--- src/rtl/nibble_serial_subtractor.sv ---
// Multi-cycle subtractor: diff = a - b - bin, one NIBBLE-bit slice per clock, LSB slice first.
// Optional signed-overflow output is enabled by defining SUB_OVERFLOW_EN.

module nibble_sub_slice #(
  parameter int N = 4
) (
  input  logic [N-1:0] a,
  input  logic [N-1:0] b,
  input  logic         bin,
  output logic [N-1:0] d,
  output logic         bout
);
  logic [N:0] sum;
  // Two's-complement subtract: a + ~b + ~borrow; borrow-out is the inverted carry.
  assign sum  = {1'b0, a} + {1'b0, ~b} + {{N{1'b0}}, ~bin};
  assign d    = sum[N-1:0];
  assign bout = ~sum[N];
endmodule

module nibble_serial_subtractor #(
  parameter int WIDTH  = 16,
  parameter int NIBBLE = 4
) (
  input  logic             clk,
  input  logic             rst,
  input  logic             in_valid,
  output logic             in_ready,
  input  logic [WIDTH-1:0] a,
  input  logic [WIDTH-1:0] b,
  input  logic             bin,
  output logic             out_valid,
  input  logic             out_ready,
  output logic [WIDTH-1:0] diff,
`ifdef SUB_OVERFLOW_EN
  output logic             ovf,
`endif
  output logic             bout
);
  localparam int STEPS = WIDTH / NIBBLE;
  localparam int SW    = (STEPS > 1) ? $clog2(STEPS) : 1;
  localparam int IW    = (WIDTH > 1) ? $clog2(WIDTH) : 1;

  typedef enum logic [1:0] {IDLE, BUSY, DONE} state_t;

  state_t           state_q, state_d;
  logic [WIDTH-1:0] a_q, a_d, b_q, b_d, diff_q, diff_d;
  logic [SW-1:0]    step_q, step_d;
  logic             borrow_q, borrow_d, bout_q, bout_d, ovf_q, ovf_d;

  logic [IW-1:0]     base;
  logic [NIBBLE-1:0] sl_a, sl_b, sl_d;
  logic              sl_bout;
  logic              last;

  assign base = IW'(step_q) * IW'(NIBBLE);
  assign sl_a = NIBBLE'(a_q >> base);
  assign sl_b = NIBBLE'(b_q >> base);
  assign last = (step_q == SW'(STEPS - 1));

  nibble_sub_slice #(.N(NIBBLE)) u_slice (
    .a   (sl_a),
    .b   (sl_b),
    .bin (borrow_q),
    .d   (sl_d),
    .bout(sl_bout)
  );

  always_comb begin
    state_d  = state_q;
    a_d      = a_q;
    b_d      = b_q;
    diff_d   = diff_q;
    step_d   = step_q;
    borrow_d = borrow_q;
    bout_d   = bout_q;
    ovf_d    = ovf_q;
    case (state_q)
      IDLE: if (in_valid) begin
        a_d      = a;
        b_d      = b;
        borrow_d = bin;
        step_d   = '0;
        state_d  = BUSY;
      end
      BUSY: begin
        diff_d[base +: NIBBLE] = sl_d;
        borrow_d = sl_bout;
        step_d   = step_q + SW'(1);
        if (last) begin
          step_d  = '0;
          bout_d  = sl_bout;
          // Overflow uses the final slice's MSB, so bin is already folded in.
          ovf_d   = (a_q[WIDTH-1] != b_q[WIDTH-1]) & (sl_d[NIBBLE-1] != a_q[WIDTH-1]);
          state_d = DONE;
        end
      end
      DONE: if (out_ready) state_d = IDLE;
      default: state_d = IDLE;
    endcase
  end

  always_ff @(posedge clk) begin
    if (rst) begin
      state_q  <= IDLE;
      a_q      <= '0;
      b_q      <= '0;
      diff_q   <= '0;
      step_q   <= '0;
      borrow_q <= 1'b0;
      bout_q   <= 1'b0;
      ovf_q    <= 1'b0;
    end else begin
      state_q  <= state_d;
      a_q      <= a_d;
      b_q      <= b_d;
      diff_q   <= diff_d;
      step_q   <= step_d;
      borrow_q <= borrow_d;
      bout_q   <= bout_d;
      ovf_q    <= ovf_d;
    end
  end

  assign in_ready  = (state_q == IDLE);
  assign out_valid = (state_q == DONE);
  assign diff      = diff_q;
  assign bout      = bout_q;
`ifdef SUB_OVERFLOW_EN
  assign ovf       = ovf_q;
`else
  logic unused_ovf;
  assign unused_ovf = ovf_q;
`endif
endmodule
--- config.mk ---
export PLATFORM = sky130hd
export DESIGN_NAME = nibble_serial_subtractor
export DESIGN_NICKNAME = d
export VERILOG_FILES = /design/src/rtl/nibble_serial_subtractor.sv
export SDC_FILE = /design/constraint.sdc
export NUM_CORES = 1
export LEC_CHECK = 0
export ABC_AREA = 1
export CAP_MARGIN = 15
export CORE_UTILIZATION = 54
export CTS_CLUSTER_SIZE = 20
export DETAILED_ROUTE_END_ITERATION = 7
export PLACE_DENSITY = 0.84
export SYNTH_ARGS = -nofsm -noshare
export SYNTH_HDL_FRONTEND = slang
export SYNTH_HIERARCHICAL = 1
export SYNTH_SLANG_ARGS = --single-unit
--- constraint.sdc ---
create_clock -name clk -period 5.1 [get_ports clk]
set_input_delay 1.53 -clock clk [delete_from_list [all_inputs] [get_ports clk]]
set_output_delay 1.53 -clock clk [all_outputs]
set_load 0.05 [all_outputs]
==> impl_metrics.ini <==
[outcome]
status = finished with violations
violations = DRC

[setup_path]
critPathKind = reg -> out
worstSetupEndpointType = primary output
path_cells = nor2_1 > clkdlybuf4s50_1
crit_required_ns = 3.57
cp_num_cells = 2
crit_fanout = 8
critPathBufInv = 1
crit_path_max_incr_delay_ns = 0.76
critPathLaunchType = register
reg2reg_depth = 12
worst_path_max_delay_cell = dfxtp_1
worstPathArrival_ns = 1.93
path_delay_family = flip-flops

[finish]
final_common_cell = nand2_1
layout-drive-gt1-share_pct = 5.30
final.fill_count = 383
area_growth_pct = 23.4
antenna_cells = 0
nets = 442
final_cell_mix = nand2_1, a21oi_1, clkdlybuf4s50_1, dfxtp_1

[detailed_routing]
vias_per_cell = 5.16
drtAntennaViolNets = 0
drtPass1Iterations = 7
drt_iter0_drc = 112
wirelength_mm = 5.21
drc = 4
avgRoutedWirePerCell_um = 11.6
vias = 2311

[timing]
tns_ns = 0
drv_slew = 0
hold_viol = 0
rsz0062_at_grt = false
fin_crit_ns = 3.46
finalSetupViolations = 0
slew_headroom_pct = 53.8
max_freq_mhz = 289
worst_pin_slew_ns = 0.692
fin_crit_sh_pct = 67.9
skew_ns = 0.00551

[clock_tree]
cts_resized = 0
path_clk_slew_ns = 0.09
cts-root-buf = clkbuf_8
numCtsBuffers = 5
cts_sinks = 54
clock_latency_ns = 0.30
htreeDepth = 2
post_cts.repair.setup_buffers = 0
cts_buffer_depth = 2
cts_hold_buf = 0
cts_tree = done

[global_routing]
grt_pass1_vias = 2153
use_met3_pct = 3.85
grt_pass1_wl_mm = 9.09
grt_busiest_layer = met2
met2_usage_pct = 41.1
antenna_found_initial = 0
overflow = 0
grtUsageTotal_pct = 22.4
grt_max_degree = 38
use_met1_pct = 26.2

[synthesis]
synth.distinct_cells = 24
synth_area_mm2 = 0.00258
synth-edff-count = 0
synth_seq_cells = 54
postSynthCellCount = 350
synth_fp_nets = 397
synth_ff_type = dfxtp_1
ys_seq_area_share_pct = 41.9
synthArstFlopShare_pct = 0
avgSynthCellArea_um2 = 7.37
ys_warn_count = 6

[job]
drv_cap = 0

[min_path]
hold_depth = 2
hold_path_class = reg -> reg

[placement]
place_congestion = 0.836
dpl.hpwl_mm = 3.88
portBuffers = 55

[die]
fp-row-count = 24
ioPinCount = 56
fp.coreArea_mm2 = 0.00447
initial_utilization_pct = 57.7
die_area_mm2 = 0.00506
die_x_um = 71.1
die_height_um = 71.1

[power]
power_report.internal_total_mw = 0.636
ir_worst_vdd_mv = 0.212
power_density_mw_per_mm2 = 283
clkPwrFrac_pct = 26.5
leakage_nw = 1.25
combPwrFrac_pct = 22.3
netSwitchingFraction_pct = 29.5
p_sw_mw = 0.266
seqPwrFrac_pct = 51.2
power.total_mw = 0.902
==> worst paths after layout <==
check,slack [ns],to,startpoint
max,1.64,out_valid,state_q[0]$_SDFFE_PP0P_
min,0.47,diff[3]$_SDFFE_PP0P_,diff[3]$_SDFFE_PP0P_
max reg2reg,2.02,diff[14]$_SDFFE_PP0P_,step_q[0]$_SDFFE_PP0P_
min reg2reg,0.47,diff[3]$_SDFFE_PP0P_,diff[3]$_SDFFE_PP0P_
==> flip-flops by register name, summed over array words and instances (netlist names) <==
signal / count
a_q: 16
step_q: 2
state_q: 2
bout: 1
borrow_q: 1
diff: 16
b_q: 16
==> logic make-up after synthesis <==
group                      count (synthesis)  synth area share [%]
AOI/OAI and AO/OA                         81                  16.3
buffers and inverters                     45                  8.29
and+or+nand+nor                          159                  27.7
xor gates and xnor gates                   1                 0.339
adders and majority gates                 10                  5.43
DFF                                       54                  41.9
==> final cells by class <==
| cell class | count | area (µm²) | share of cell area [%] |
|---|---|---|---|
| Timing Repair Buffer | 56 | 558 | 17.5 |
| Multi-Input combinational cell | 251 | 1290 | 40.4 |
| Sequential cell | 54 | 1080 | 33.9 |
| Inverter | 27 | 104 | 3.26 |
| Clock buffer | 7 | 86.3 | 2.71 |
| Clock inverter | 1 | 5.00 | 0.157 |
| Tap cell | 52 | 65.1 | 2.04 |
==> power groups by stage <==
stage	clock network [mW]	logic [mW]	registers, mW
5_1_grt	0.259	0.226	0.465
4_1_cts	0.243	0.200	0.462
3_3_place_gp	0	0.194	0.471
3_5_place_dp	0	0.200	0.472
6_report	0.239	0.201	0.462
2_1_floorplan	0	0.142	0.472
==> worst reg2reg max path: cells and delay by family (launching register included) <==
family | cells | cell delay, ns
and+or+nand+nor | 2 | 0.14
adders and majority gates | 2 | 0.58
buffers and inverters | 4 | 0.77
xor gates and xnor gates | 1 | 0.27
DFF | 1 | 0.78
AOI/OAI and AO/OA | 3 | 0.49
==> layer usage <==
metal  share of wire (%)  up-vias
met3                 3.7       10
met5                   0        -
met2                  51       57
li1                    -     1207
met1                  44     1037
met4                 1.6        0
==> through the flow <==
| step | util [%] | setup slack, ns | area [µm²] | hold slack (ns) | std cells |
|---|---|---|---|---|---|
| 4_1_cts | 71.2 | 1.62 | 3190 | 0.470 | 448 |
| 3_5_place_dp | 69.2 | 1.89 | 3090 | 0.457 | 440 |
| 2_1_floorplan | - | 2.29 | 2580 | 0.440 | 350 |
| 3_3_place_gp | 69.2 | 1.95 | 3090 | 0.454 | 440 |
| 6_report | 71.2 | 1.64 | 3190 | 0.468 | 448 |
| 5_1_grt | 71.2 | 1.54 | 3190 | 0.491 | 448 |
==> Yosys cell counts (4+ instances only) <==
master / count / area share [%]
o21ai_0: 16 / 3.1
ha_1: 8 / 3.9
buf_6: 4 / 1.7
nand2_1: 116 / 17
a21oi_1: 55 / 11
dfxtp_1: 54 / 42
nand3_4: 4 / 2.7
nand3_1: 8 / 1.6
nor2_1: 25 / 3.6
nor2_4: 4 / 1.7
o22ai_1: 8 / 1.9
clkbuf_1: 8 / 1.2
inv_1: 25 / 3.6
No activity file was read; power rests on OpenSTA's default activity.
